--- src/rtl/conv_pkg.sv ---
// Shared definitions for the conv systolic array: default widths, the
// partial-sum word type and a saturating add helper.
package conv_pkg;

  localparam int unsigned X_W_DEF   = 8;
  localparam int unsigned W_W_DEF   = 8;
  localparam int unsigned Y_W_DEF   = 20;
  localparam int unsigned NUM_W_DEF = 4;

  typedef logic signed [Y_W_DEF-1:0] y_word_t;

  typedef struct packed {
    logic               ovf;
    logic signed [63:0] val;
  } sat_res_t;

  // Exact sum of two sign-extended operands, clamped to a w-bit signed range.
  function automatic sat_res_t sat_add(input logic signed [63:0] a,
                                       input logic signed [63:0] b,
                                       input int unsigned        w);
    sat_res_t           r;
    logic signed [63:0] s;
    logic signed [63:0] hi;
    logic signed [63:0] lo;
    s  = a + b;
    hi = (64'sd1 <<< (w - 1)) - 64'sd1;
    lo = -hi - 64'sd1;
    r.ovf = (s > hi) || (s < lo);
    if (s > hi)      r.val = hi;
    else if (s < lo) r.val = lo;
    else             r.val = s;
    return r;
  endfunction

endpackage

--- src/rtl/pe_wbank.sv ---
// Weight bank for pe_mc: NUM_W x W_W register file with a wrapping write
// pointer and an asynchronous read port.
module pe_wbank
  import conv_pkg::*;
#(
  parameter int unsigned W_W   = W_W_DEF,
  parameter int unsigned NUM_W = NUM_W_DEF,
  parameter int unsigned PTR_W = (NUM_W > 1) ? $clog2(NUM_W) : 1
) (
  input  logic             clk,
  input  logic             rst_n,
  input  logic             store_en,
  input  logic             ptr_clr,
  input  logic [W_W-1:0]   wdata,
  input  logic [PTR_W-1:0] rd_idx,
  output logic [W_W-1:0]   rdata
);

  logic [W_W-1:0]   bank_q [NUM_W];
  logic [PTR_W-1:0] wr_ptr_q;
  logic [PTR_W-1:0] wr_ptr_d;

  always_comb begin
    wr_ptr_d = wr_ptr_q;
    if (ptr_clr) begin
      wr_ptr_d = '0;
    end else if (store_en) begin
      wr_ptr_d = (wr_ptr_q == PTR_W'(NUM_W - 1)) ? '0 : wr_ptr_q + 1'b1;
    end
  end

  // The write uses the pre-clear pointer even when ptr_clr is asserted.
  always_ff @(posedge clk or negedge rst_n) begin
    if (!rst_n) begin
      for (int unsigned i = 0; i < NUM_W; i++) bank_q[i] <= '0;
      wr_ptr_q <= '0;
    end else begin
      if (store_en) bank_q[wr_ptr_q] <= wdata;
      wr_ptr_q <= wr_ptr_d;
    end
  end

  assign rdata = ({{(32-PTR_W){1'b0}}, rd_idx} < NUM_W) ? bank_q[rd_idx] : '0;

endmodule

--- src/rtl/pe_mc.sv ---
// Multi-channel systolic PE: round-robin weight bank, signed/unsigned
// activations, valid lane, optional saturation and a sticky overflow flag.
module pe_mc
  import conv_pkg::*;
#(
  parameter int unsigned X_W    = X_W_DEF,
  parameter int unsigned W_W    = W_W_DEF,
  parameter int unsigned Y_W    = Y_W_DEF,
  parameter int unsigned NUM_W  = NUM_W_DEF,
  parameter int unsigned SAT_EN = 1,
  parameter int unsigned PTR_W  = (NUM_W > 1) ? $clog2(NUM_W) : 1
) (
  input  logic             clk,
  input  logic             rst_n,
  input  logic             shift_en,
  input  logic             store_en,
  input  logic             ptr_clr,
  input  logic             ovf_clr,
  input  logic             x_signed,
  input  logic [X_W-1:0]   in_x,
  input  logic             in_valid,
  input  logic [Y_W-1:0]   in_y,
  output logic [X_W-1:0]   out_x,
  output logic             out_valid,
  output logic [Y_W-1:0]   out_y,
  output logic [PTR_W-1:0] w_sel,
  output logic             ovf
);

  localparam int unsigned P_W = X_W + W_W + 1;

  logic [X_W-1:0]        reg_x_q;
  logic signed [Y_W-1:0] reg_y_q;
  logic                  reg_v_q;
  logic [PTR_W-1:0]      reg_sel_q;
  logic [PTR_W-1:0]      rd_ptr_q;
  logic [PTR_W-1:0]      rd_ptr_d;
  logic                  ovf_q;
  logic                  ovf_d;

  logic [W_W-1:0]        w_rd;
  logic signed [W_W-1:0] w_s;
  logic signed [X_W:0]   xe;
  logic signed [P_W-1:0] prod;
  logic signed [Y_W-1:0] y_wrap;
  sat_res_t              sat_r;
  logic [63-Y_W:0]       sat_unused_hi;

  pe_wbank #(
    .W_W   (W_W),
    .NUM_W (NUM_W),
    .PTR_W (PTR_W)
  ) u_wbank (
    .clk      (clk),
    .rst_n    (rst_n),
    .store_en (store_en),
    .ptr_clr  (ptr_clr),
    .wdata    (reg_x_q[W_W-1:0]),
    .rd_idx   (reg_sel_q),
    .rdata    (w_rd)
  );

  always_comb begin
    w_s    = w_rd;
    xe     = {x_signed & reg_x_q[X_W-1], reg_x_q};
    prod   = reg_v_q ? (P_W'(xe) * P_W'(w_s)) : '0;
    sat_r  = sat_add(64'(prod), 64'(reg_y_q), Y_W);
    y_wrap = reg_y_q + Y_W'(prod);
  end

  assign sat_unused_hi = sat_r.val[63:Y_W];

  always_comb begin
    rd_ptr_d = rd_ptr_q;
    if (ptr_clr) begin
      rd_ptr_d = '0;
    end else if (shift_en && in_valid) begin
      rd_ptr_d = (rd_ptr_q == PTR_W'(NUM_W - 1)) ? '0 : rd_ptr_q + 1'b1;
    end
    ovf_d = ovf_clr ? 1'b0 : (ovf_q | (reg_v_q & sat_r.ovf));
  end

  always_ff @(posedge clk or negedge rst_n) begin
    if (!rst_n) begin
      reg_x_q   <= '0;
      reg_y_q   <= '0;
      reg_v_q   <= 1'b0;
      reg_sel_q <= '0;
      rd_ptr_q  <= '0;
      ovf_q     <= 1'b0;
    end else begin
      if (shift_en) begin
        reg_x_q   <= in_x;
        reg_y_q   <= in_y;
        reg_v_q   <= in_valid;
        reg_sel_q <= rd_ptr_q;
      end
      rd_ptr_q <= rd_ptr_d;
      ovf_q    <= ovf_d;
    end
  end

  assign out_x     = reg_x_q;
  assign out_valid = reg_v_q;
  assign out_y     = (SAT_EN != 0) ? sat_r.val[Y_W-1:0] : y_wrap;
  assign w_sel     = reg_sel_q;
  assign ovf       = ovf_q;

endmodule
--- config.mk ---
export PLATFORM = sky130hd
export DESIGN_NAME = pe_mc
export DESIGN_NICKNAME = d
export VERILOG_FILES = /design/src/rtl/conv_pkg.sv /design/src/rtl/pe_wbank.sv /design/src/rtl/pe_mc.sv
export SDC_FILE = /design/constraint.sdc
export NUM_CORES = 1
export LEC_CHECK = 0
export ABC_CLOCK_PERIOD_IN_PS = 11200
export BUFFER_PORTS_ARGS = -buffer_cell sky130_fd_sc_hd__clkbuf_2
export CAP_MARGIN = 20
export CELL_PAD_IN_SITES_DETAIL_PLACEMENT = 0
export CELL_PAD_IN_SITES_GLOBAL_PLACEMENT = 2
export CORE_MARGIN = 2
export CORE_UTILIZATION = 39
export DETAILED_ROUTE_END_ITERATION = 10
export PLACE_DENSITY_LB_ADDON = 0.2
export SKIP_LAST_GASP = 1
export SYNTH_ARGS = -nofsm -noshare
export SYNTH_HDL_FRONTEND = slang
export SYNTH_SLANG_ARGS = --single-unit
--- constraint.sdc ---
create_clock -name clk -period 11.2 [get_ports clk]
set_input_delay 2.24 -clock clk [delete_from_list [all_inputs] [get_ports clk]]
set_output_delay 2.24 -clock clk [all_outputs]
set_load 0.01 [all_outputs]
-- Word-level counts from Yosys, hierarchy flattened
Cells that the tools add are included.
- bits in registers: 68
- input bits: 36
- output and inout port bits: 32
- logic and storage cells: 48
- add/subtract/negate cells: 3
- $mul: 1
- order comparisons: 5
- equal/unequal tests: 2
- multiplexer cells: 16
- bitwise gates (word level): 5
- reductions and logical operators: 5
- operators by type and width (kind ; number):
    $mux W20 ; 2
    $bwmux W32 ; 1
    $mux W8 ; 3
    $add A17 B20 Y21 ; 1
    $gt A21 B20 Y1 const B ; 1
    $lt A21 B20 Y1 const B ; 1
    $mul A9 B8 Y17 ; 1
    $mux W17 ; 1
    $bmux W8 S2 ; 1
    $demux W8 S2 ; 1
    $mux W2 ; 6
    $ge A3 B3 Y1 const B ; 2
    $not A2 Y3 ; 2
    $add A2 B1 Y2 const B ; 2
    $eq A2 B2 Y1 const B ; 2
    $reduce_bool A2 Y1 ; 2
    $lt A3 B1 Y1 const B ; 1
    $and A1 B1 Y1 ; 2
    $logic_and A1 B1 Y1 ; 2
    $logic_or A1 B1 Y1 ; 1
    $mux W1 ; 1
    $or A1 B1 Y1 ; 1

-- Longest topological paths before layout
Gate-level depths: netlist of the first run.
- depth in word-level cells: 12
- gate-level depth with buffers: 30
- mapped depth without buffers: 27

-- Modules after synthesis
Synthesis of the first run repeated with hierarchy kept, for this count alone.
- cell total of the unflattened synthesis: 660
- area, all modules: 6832.8 sq um
- modules (own cells, without submodules) (module ; times used ; cells an instance ; area each (sq um) ; sequential area each (sq um)):
    pe_mc ; 1 ; 569 ; 5308.8 ; 850.8
    pe_wbank ; 1 ; 91 ; 1524.0 ; 850.8

-- Least setup slack after synthesis of the first run
No wires, ideal clock.
- kind: input -> output
- start point: input x_signed
- end point: output out_y[13]
- data arrival time: 7.659 ns
- data required time: 8.960 ns
- setup slack: 1.301 ns
- cell stages on the path: 24
- buffers on the path: 1
- cell sequence: nand3_1 > fa_1 > inv_1 > fa_1 > fa_1 > inv_1 > fa_1 > inv_1 > ha_1 > or3_1 > a211oi_1 > nor3b_1 > a21oi_1 > xor2_1 > nor2_1 > ha_1 > nand2_1 > o21ai_1 > o21ai_0 > a31oi_4 > mux2i_4 > nor2_4 > buf_6 > a21oi_1
- cells in the longest elaborated chain, start to end: 7
- elaborated cells between the ends (all ways): 8
- those cells by class: 1 x add/sub; 1 x mul; 2 x order compare; 3 x mux; 1 x bitwise
- RTL lines (what ; line ; RTL):
    from (decl) ; pe_mc.sv:19 ; input logic x_signed,
    $and A1 B1 Y1 (*) ; pe_mc.sv:65 ; xe = {x_signed & reg_x_q[X_W-1], reg_x_q};
    $mul A9 B8 Y17 (*) ; pe_mc.sv:66 ; prod = reg_v_q ? (P_W'(xe) * P_W'(w_s)) : '0;
    $mux W17 (*) ; pe_mc.sv:66 ;
    $add A17 B20 Y21 (*) ; conv_pkg.sv:25 ; s = a + b;
    $lt A21 B20 Y1 ; conv_pkg.sv:30 ; else if (s < lo) r.val = lo;
    $mux W20 ; conv_pkg.sv:30 ;
    $mux W20 (*) ; conv_pkg.sv:29 ; if (s > hi) r.val = hi;
    to (decl) ; pe_mc.sv:25 ; output logic [Y_W-1:0] out_y,
Every way passes the cells marked *; elsewhere a longest branch is shown, timed or not.

-- Final worst setup path of the first run
Ends and elaborated chain as after synthesis.

==> out/metrics.csv, run 1 <==
stage,metric,value,unit
drt,DR pass1 iterations,4,
floorplanning,Std-Cell Rows,48,
global_routing,largest net degree at the start of global routing,69,
drt,DRT Wirelength,14.7,mm
clocking,postcts setup bufs,0,
run_status,outcome,completed,
synthesis,ranking of synthesized cells by area,"dfrtp_1 25%, fa_1 18%, mux2_2 10%",
layout,ant diodes,0,
synthesis,Post-Synthesis Cell Area,6790,um2
placement,RePlAce Congestion,0.825,
drt,DRT antenna net count,0,
floorplanning,Die X,136,um
clocking,clk buf depth,2,
clocking,CTS Hold Buffers Added,0,
placement,IO Port Bufs,67,
global_routing,first-pass GRT wire length,24.8,mm
synthesis,Post-synth top cells,"102 x inv_1, 68 x dfrtp_1, 63 x mux2_2, 62 x fa_1, 56 x ha_1",
sta,"Slew Viols, Final",0,
synthesis,count of flip-flops with a built-in enable after synthesis,0,
synthesis,most frequent cell after synthesis,inv_1,
placement,Placed Cells,941,
clocking,root buffer cell,clkbuf_16,
critical_path,CP max FO,13,
drt,DR WL/cell,15.4,um
hold_path,Hold WC Path Type,reg2reg,
synthesis,Syn Area/Cell,10.2,um2
synthesis,YS warnings,0,
critical_path,CP endpoint kind,primary output,
sta,Worst slew margin,0.398,
critical_path,Worst setup SP type,primary input,
sta,"Setup violations, final",0,
clocking,total CTS buffers,9,
drt,Remaining DRCs,0,
layout,final cell count without fillers,956,
synthesis,main flop type after synthesis,dfrtp_1,
synthesis,post-synthesis async set-or-reset flop share,1.00,
synthesis,Yosys top cell by area,dfrtp_1,
clocking,TritonCTS clock tree,yes,
drt,vias per cell,4.96,
sta,setup tns final,0,ps
synthesis,cell count after synthesis,667,
global_routing,"Remaining Overflow, GRT",0,
sta,clk_skew,6.75,ps
synthesis,Synth top area share,0.251,
critical_path,WP data arrival,8480,ps
floorplanning,initial core utilization,0.395,
run,maxcap violations,0,
synthesis,synthesized flop and latch total,68,
layout,final net count,881,
placement,DP HPWL,11.6,mm
sta,unrepaired setup endpoints after global routing,no,
clocking,Sink Count,68,
global_routing,initial antenna violation count,0,
sta,Final min period,10720,ps
sta,Peak Freq,93.3,MHz
floorplanning,Die Y,136,um
sta,final hold slack,499,ps
critical_path,critical path class,in2out,
sta,Final Hold Viols,0,
global_routing,vias in the first global route,4904,
drt,Iteration-0 DRC Markers,154,
floorplanning,IO Pins,68,
floorplanning,total die area,18500,um2
layout,layout cell share with drive strength beyond 1,0.241,
clocking,post-CTS resize count,0,
floorplanning,Core Box Area,17200,um2
layout,area grow syn2layout,12.5,%
synthesis,Mapped Nets,821,
synthesis,Synth cell types,49,
clocking,Worst-path clk slew,60,ps
drt,vias post-DR,4742,
clocking,CTS H-tree lvls,3,
sta,Worst Max-Slew Pin Slew,902,ps
clocking,"Clk Latency, worst-skew pair",340,ps
critical_path,worst path required time,8960,ps
synthesis,register area share after synthesis,0.251,
global_routing,gr usage total,0.171,
sta,Final period util,0.957,
flip-flops by register name, summed over array words and instances (netlist names):
name	count
u_wbank.bank_q	32
reg_y_q	20
out_x	8
rd_ptr_q	2
u_wbank.wr_ptr_q	2
w_sel	2
out_valid	1
ovf	1
per-stage QoR:
stage	util	setup WS, ps	area [um2]
floorplan	-	1300	6790
global placement	0.427	541	7330
detailed placement	0.427	423	7330
CTS	0.445	431	7640
global route	0.445	0.604	7640
finish	0.445	481	7640
placed cells by master (no fill, tap or decap), drive strengths merged, types with 2 or more instances in the layout:
| cell type | count |
|---|---|
| a211o | 2 |
| a211oi | 5 |
| a21o | 13 |
| a21oi | 32 |
| a31oi | 5 |
| and2 | 43 |
| and3 | 8 |
| buf | 3 |
| bufinv | 2 |
| clkbuf | 75 |
| clkinvlp | 2 |
| dfrtp | 68 |
| fa | 62 |
| ha | 56 |
| inv | 103 |
| maj3 | 4 |
| mux2 | 63 |
| mux2i | 4 |
| mux4 | 7 |
| nand2 | 39 |
| nand2b | 5 |
| nand3 | 6 |
| nor2 | 36 |
| nor3 | 3 |
| nor3b | 2 |
| o211ai | 4 |
| o21ai | 30 |
| or2 | 2 |
| xnor2 | 21 |
| xor2 | 14 |
cell type report:
| cell class | instances | area (um2) |
|---|---|---|
| Tap cell | 225 | 282 |
| Timing Repair Buffer | 69 | 350 |
| Clock inverter | 6 | 88.8 |
| Fill cell | 1732 | 9540 |
| Sequential cell | 68 | 1700 |
| Inverter | 102 | 383 |
| Multi-Input combinational cell | 477 | 4610 |
| Clock buffer | 9 | 225 |
logic make-up after synthesis:
| kind of cell | Yosys count | share of synthesized area |
|---|---|---|
| compound gates | 97 | 0.0958 |
| xor+xnor | 35 | 0.0452 |
| fa+ha+maj | 122 | 0.292 |
| buf+inv | 122 | 0.0704 |
| flops | 68 | 0.251 |
| mux | 74 | 0.135 |
| simple gates | 149 | 0.111 |
final timing paths:
| path | from | to | slack (ps) | cells past startpoint |
|---|---|---|---|---|
| min in group asynchronous | rst_n | u_wbank.wr_ptr_q[1] | 2110 | 2 |
| hold reg to reg | u_wbank.bank_q[9] | u_wbank.bank_q[9] | 500 | 1 |
| hold / removal | u_wbank.bank_q[9] | u_wbank.bank_q[9] | 500 | 1 |
| setup / recovery | x_signed | out_y[13] | 480 | 24 |
| setup reg to reg | w_sel[0] | ovf | 3710 | 24 |
| max in group asynchronous | rst_n | reg_y_q[15] | 8530 | 2 |
critical path: stages:
cell      delay [ps]
clkbuf_2         130
nand3_1          160
inv_1            100
fa_1             590
inv_1            150
fa_1             560
inv_1             60
fa_1             530
inv_1             50
fa_1             520
inv_1             40
ha_1             370
inv_1             60
a211o_1          260
a31oi_1          200
xnor2_1          160
nor2_1           270
ha_1             360
a21o_1           230
a211oi_1         260
a32o_1           500
nand2_2          320
a21oi_1          210
clkbuf_2         150
routing by layer:
layer / up-vias / wire [um] / track usage
li1: 2318 / - / -
met1: 2338 / 6960 / 0.230
met2: 77 / 7140 / 0.289
met3: 9 / 451 / 0.0272
met4: 0 / 144 / 0.0405
met5: - / 0 / 0
Power of run 1 is left out: the tool's default activity adds up to more than one toggle a clock period on the data nets, which glitch-free logic cannot reach.
==> run 2, diff against run 1 <==
--- a/config.mk
+++ b/config.mk
@@ -5,13 +5,14 @@
 export SDC_FILE = /design/constraint.sdc
 export NUM_CORES = 1
 export LEC_CHECK = 0
+export ABC_AREA = 1
 export ABC_CLOCK_PERIOD_IN_PS = 11200
 export BUFFER_PORTS_ARGS = -buffer_cell sky130_fd_sc_hd__clkbuf_2
 export CAP_MARGIN = 20
 export CELL_PAD_IN_SITES_DETAIL_PLACEMENT = 0
 export CELL_PAD_IN_SITES_GLOBAL_PLACEMENT = 2
-export CORE_MARGIN = 2
-export CORE_UTILIZATION = 39
+export CORE_MARGIN = 8
+export CORE_UTILIZATION = 36
 export DETAILED_ROUTE_END_ITERATION = 10
 export PLACE_DENSITY_LB_ADDON = 0.2
 export SKIP_LAST_GASP = 1
==> out/metrics.csv, run 2 <==
stage,metric,value,unit,change
synthesis,synthesized flop and latch total,68,,unchanged
synthesis,ranking of synthesized cells by area,"dfrtp_1 25%, fa_1 18%, nand2_1 12%",,
drt,Iteration-0 DRC Markers,252,,+64%
synthesis,post-synthesis async set-or-reset flop share,1.00,,unchanged
floorplanning,initial core utilization,0.368,,-0.0271
layout,max reg flops,32,,unchanged
floorplanning,Die Y,155,um,+14%
run,maxcap violations,0,,unchanged
power_and_ir_drop,cell area power density,313,nW/um2,
clocking,CTS H-tree lvls,3,,unchanged
synthesis,cell count after synthesis,890,,+33%
drt,Remaining DRCs,0,,unchanged
layout,area grow syn2layout,13.2,%,
critical_path,CP endpoint kind,primary output,,
synthesis,count of flip-flops with a built-in enable after synthesis,0,,unchanged
synthesis,Mapped Nets,1044,,+27%
drt,DR pass1 iterations,5,,+1
power_and_ir_drop,Max rail drop VDD,0.145,mV,
clocking,TritonCTS clock tree,yes,,
floorplanning,Core Box Area,18800,um2,+9.6%
synthesis,Synth cell types,36,,-27%
sta,setup tns final,0,ps,unchanged
sta,Final Hold Viols,0,,unchanged
critical_path,worst path required time,8960,ps,about the same
synthesis,Yosys top cell by area,dfrtp_1,,
synthesis,Synth top area share,0.245,,-0.00516
sta,"Setup violations, final",0,,unchanged
global_routing,initial antenna violation count,0,,unchanged
critical_path,"CP delay by family, top",adder cells,,
layout,final net count,1107,,+26%
synthesis,main flop type after synthesis,dfrtp_1,,
synthesis,YS warnings,0,,unchanged
critical_path,most frequent CP cell,nand2_1,,
floorplanning,Die X,155,um,+14%
placement,RePlAce Congestion,0.854,,+3.4%
global_routing,first-pass GRT wire length,31.9,mm,+29%
sta,Final min period,10510,ps,-207 ps
run_status,outcome,completed,,
critical_path,Register-to-Register Path Depth,34,,+42%
synthesis,register area share after synthesis,0.245,,-0.00516
clocking,Sink Count,68,,unchanged
drt,DR WL/cell,15.4,um,-0.10%
critical_path,RR Endpoint,ovf,,
sta,setup ws final,687,ps,+207 ps
critical_path,critical path class,in2out,,
hold_path,worst hold start,u_wbank.bank_q[20],,
hold_path,Worst Hold Path EP,u_wbank.bank_q[20],,
critical_path,"slowest stage cell, crit path",fa_1,,
clocking,root buffer cell,clkbuf_16,,
global_routing,gr usage total,0.168,,-0.00318
sta,clk_skew,7.97,ps,+1.21 ps
clocking,"Clk Latency, worst-skew pair",340,ps,about the same
hold_path,Hold WC Path Type,reg2reg,,
floorplanning,Std-Cell Rows,50,,+4.2%
power_and_ir_drop,leakage power of the design,0.00410,uW,
global_routing,largest net degree at the start of global routing,69,,unchanged
floorplanning,IO Pins,68,,unchanged
synthesis,most frequent cell after synthesis,nand2_1,,
critical_path,WP data arrival,8270,ps,-210 ps
clocking,postcts setup bufs,0,,unchanged
sta,Worst slew margin,0.330,,-0.0686
clocking,CTS Hold Buffers Added,0,,unchanged
drt,DRT Wirelength,18.7,mm,+27%
clocking,post-CTS resize count,0,,unchanged
synthesis,Syn Area/Cell,7.79,um2,-23%
clocking,clk buf depth,2,,unchanged
clocking,total CTS buffers,9,,unchanged
drt,vias per cell,4.73,,-4.6%
sta,unrepaired setup endpoints after global routing,no,,
layout,Reg with most FFs,u_wbank.bank_q,,
critical_path,WP buf/inv,8,,unchanged
sta,"Slew Viols, Final",0,,unchanged
critical_path,Worst setup SP type,primary input,,
synthesis,Post-synth top cells,"221 x nand2_1, 148 x inv_1, 79 x nor2_1, 68 x dfrtp_1, 62 x fa_1",,
placement,pre-CTS setup slack,574,ps,+150 ps
layout,ant diodes,0,,unchanged
synthesis,Post-Synthesis Cell Area,6930,um2,+2.1%
sta,Final period util,0.939,,-0.0184
hold_path,Hold Path Depth,2,,+1
placement,DP HPWL,14.8,mm,+27%
global_routing,vias in the first global route,6188,,+26%
critical_path,Worst path max stage delay,630,ps,+40 ps
critical_path,flop2flop setup slack,3750,ps,+40 ps
layout,most frequent cells in the layout,"221 x nand2_1, 148 x inv_1, 79 x nor2_1, 68 x dfrtp_1, 66 x clkbuf_2",,
layout,"commonest non-fill, non-tap cell in the layout",nand2_1,,
floorplanning,total die area,24000,um2,+30%
global_routing,"Remaining Overflow, GRT",0,,unchanged
drt,vias post-DR,5764,,+22%
layout,layout cell share with drive strength beyond 1,0.146,,-0.0946
sta,Worst Max-Slew Pin Slew,1010,ps,+103 ps
critical_path,CP max FO,13,,unchanged
drt,DRT antenna net count,0,,unchanged
clocking,Worst-path clk slew,70,ps,about the same
critical_path,Critical R2R Launch,w_sel[1],,
sta,Peak Freq,95.1,MHz,+2.0%
placement,IO Port Bufs,67,,unchanged
run 2: changes by cell type after synthesis, moves of 39 or more:
cell	delta
nand2_1	+183
inv_1	+46
nor2_1	+44
mux2_2	-43
and2_1	-42
o21ai_0	+39
run 2: layer usage:
| metal | global-route usage | up-vias | share of wire |
|---|---|---|---|
| met1 | 0.237 | 2766 | 0.52 |
| met4 | 0.0369 | 0 | 0.0095 |
| li1 | - | 2902 | - |
| met3 | 0.0215 | 15 | 0.027 |
| met5 | 0 | - | 0 |
| met2 | 0.268 | 81 | 0.44 |
run 2: cell families after synthesis:
group                      after synthesis  share of synthesized area
and+or+nand+nor                        364                      0.215
buffers and inverters                  177                     0.0984
adders and majority gates              118                      0.280
AOI/OAI and AO/OA                      116                     0.0946
DFF                                     68                      0.245
xor gates and xnor gates                27                     0.0341
muxes                                   20                     0.0325
run 2: worst max path at each step:
stage / start / to / slack (ps) / depth (start not counted)
3_3_place_gp: x_signed / out_y[16] / 680 / 35
4_1_cts: x_signed / out_y[15] / 540 / 33
5_1_grt: x_signed / out_y[15] / 80 / 32
3_5_place_dp: x_signed / out_y[15] / 570 / 33
2_1_floorplan: x_signed / out_y[10] / 1310 / 33
6_report: x_signed / out_y[16] / 690 / 34
run 2: area by class of cell:
| cell class | instances | area (um2) |
|---|---|---|
| inverter | 158 | 596 |
| clock inverter | 7 | 80.1 |
| timing repair buffer | 71 | 368 |
| tap | 260 | 325 |
| multi-input combinational | 645 | 4550 |
| fill | 2010 | 11000 |
| sequential | 68 | 1700 |
| clock buffer | 9 | 225 |
run 2: through the flow:
stage	power (uW)	utilization	std cells	area, um2	hold WS, ps
2_1_floorplan	1680	-	890	6930	453
3_3_place_gp	2190	0.400	1202	7540	466
3_5_place_dp	2180	0.400	1202	7540	473
4_1_cts	2510	0.416	1218	7840	489
5_1_grt	2780	0.417	1218	7840	505
6_report	2450	0.417	1218	7840	484
run 2: worst register-to-register path: cells and delay by family (launching register included):
| kind | cells | cell delay, ps |
|---|---|---|
| flip-flops | 1 | 630 |
| buffers and inverters | 6 | 1070 |
| AO/OA/AOI/OAI | 7 | 1090 |
| adder cells (fa/ha/maj) | 6 | 2840 |
| AND/OR/NAND/NOR | 15 | 1730 |
run 2: power breakdown:
| part | total, uW | internal, uW | switching, uW |
|---|---|---|---|
| combinational | 1820 | 684 | 1140 |
| sequential | 327 | 294 | 32.7 |
| clock | 306 | 176 | 130 |
| total | 2450 | 1150 | 1300 |
Note: power is estimated with default switching activity, not from simulation.
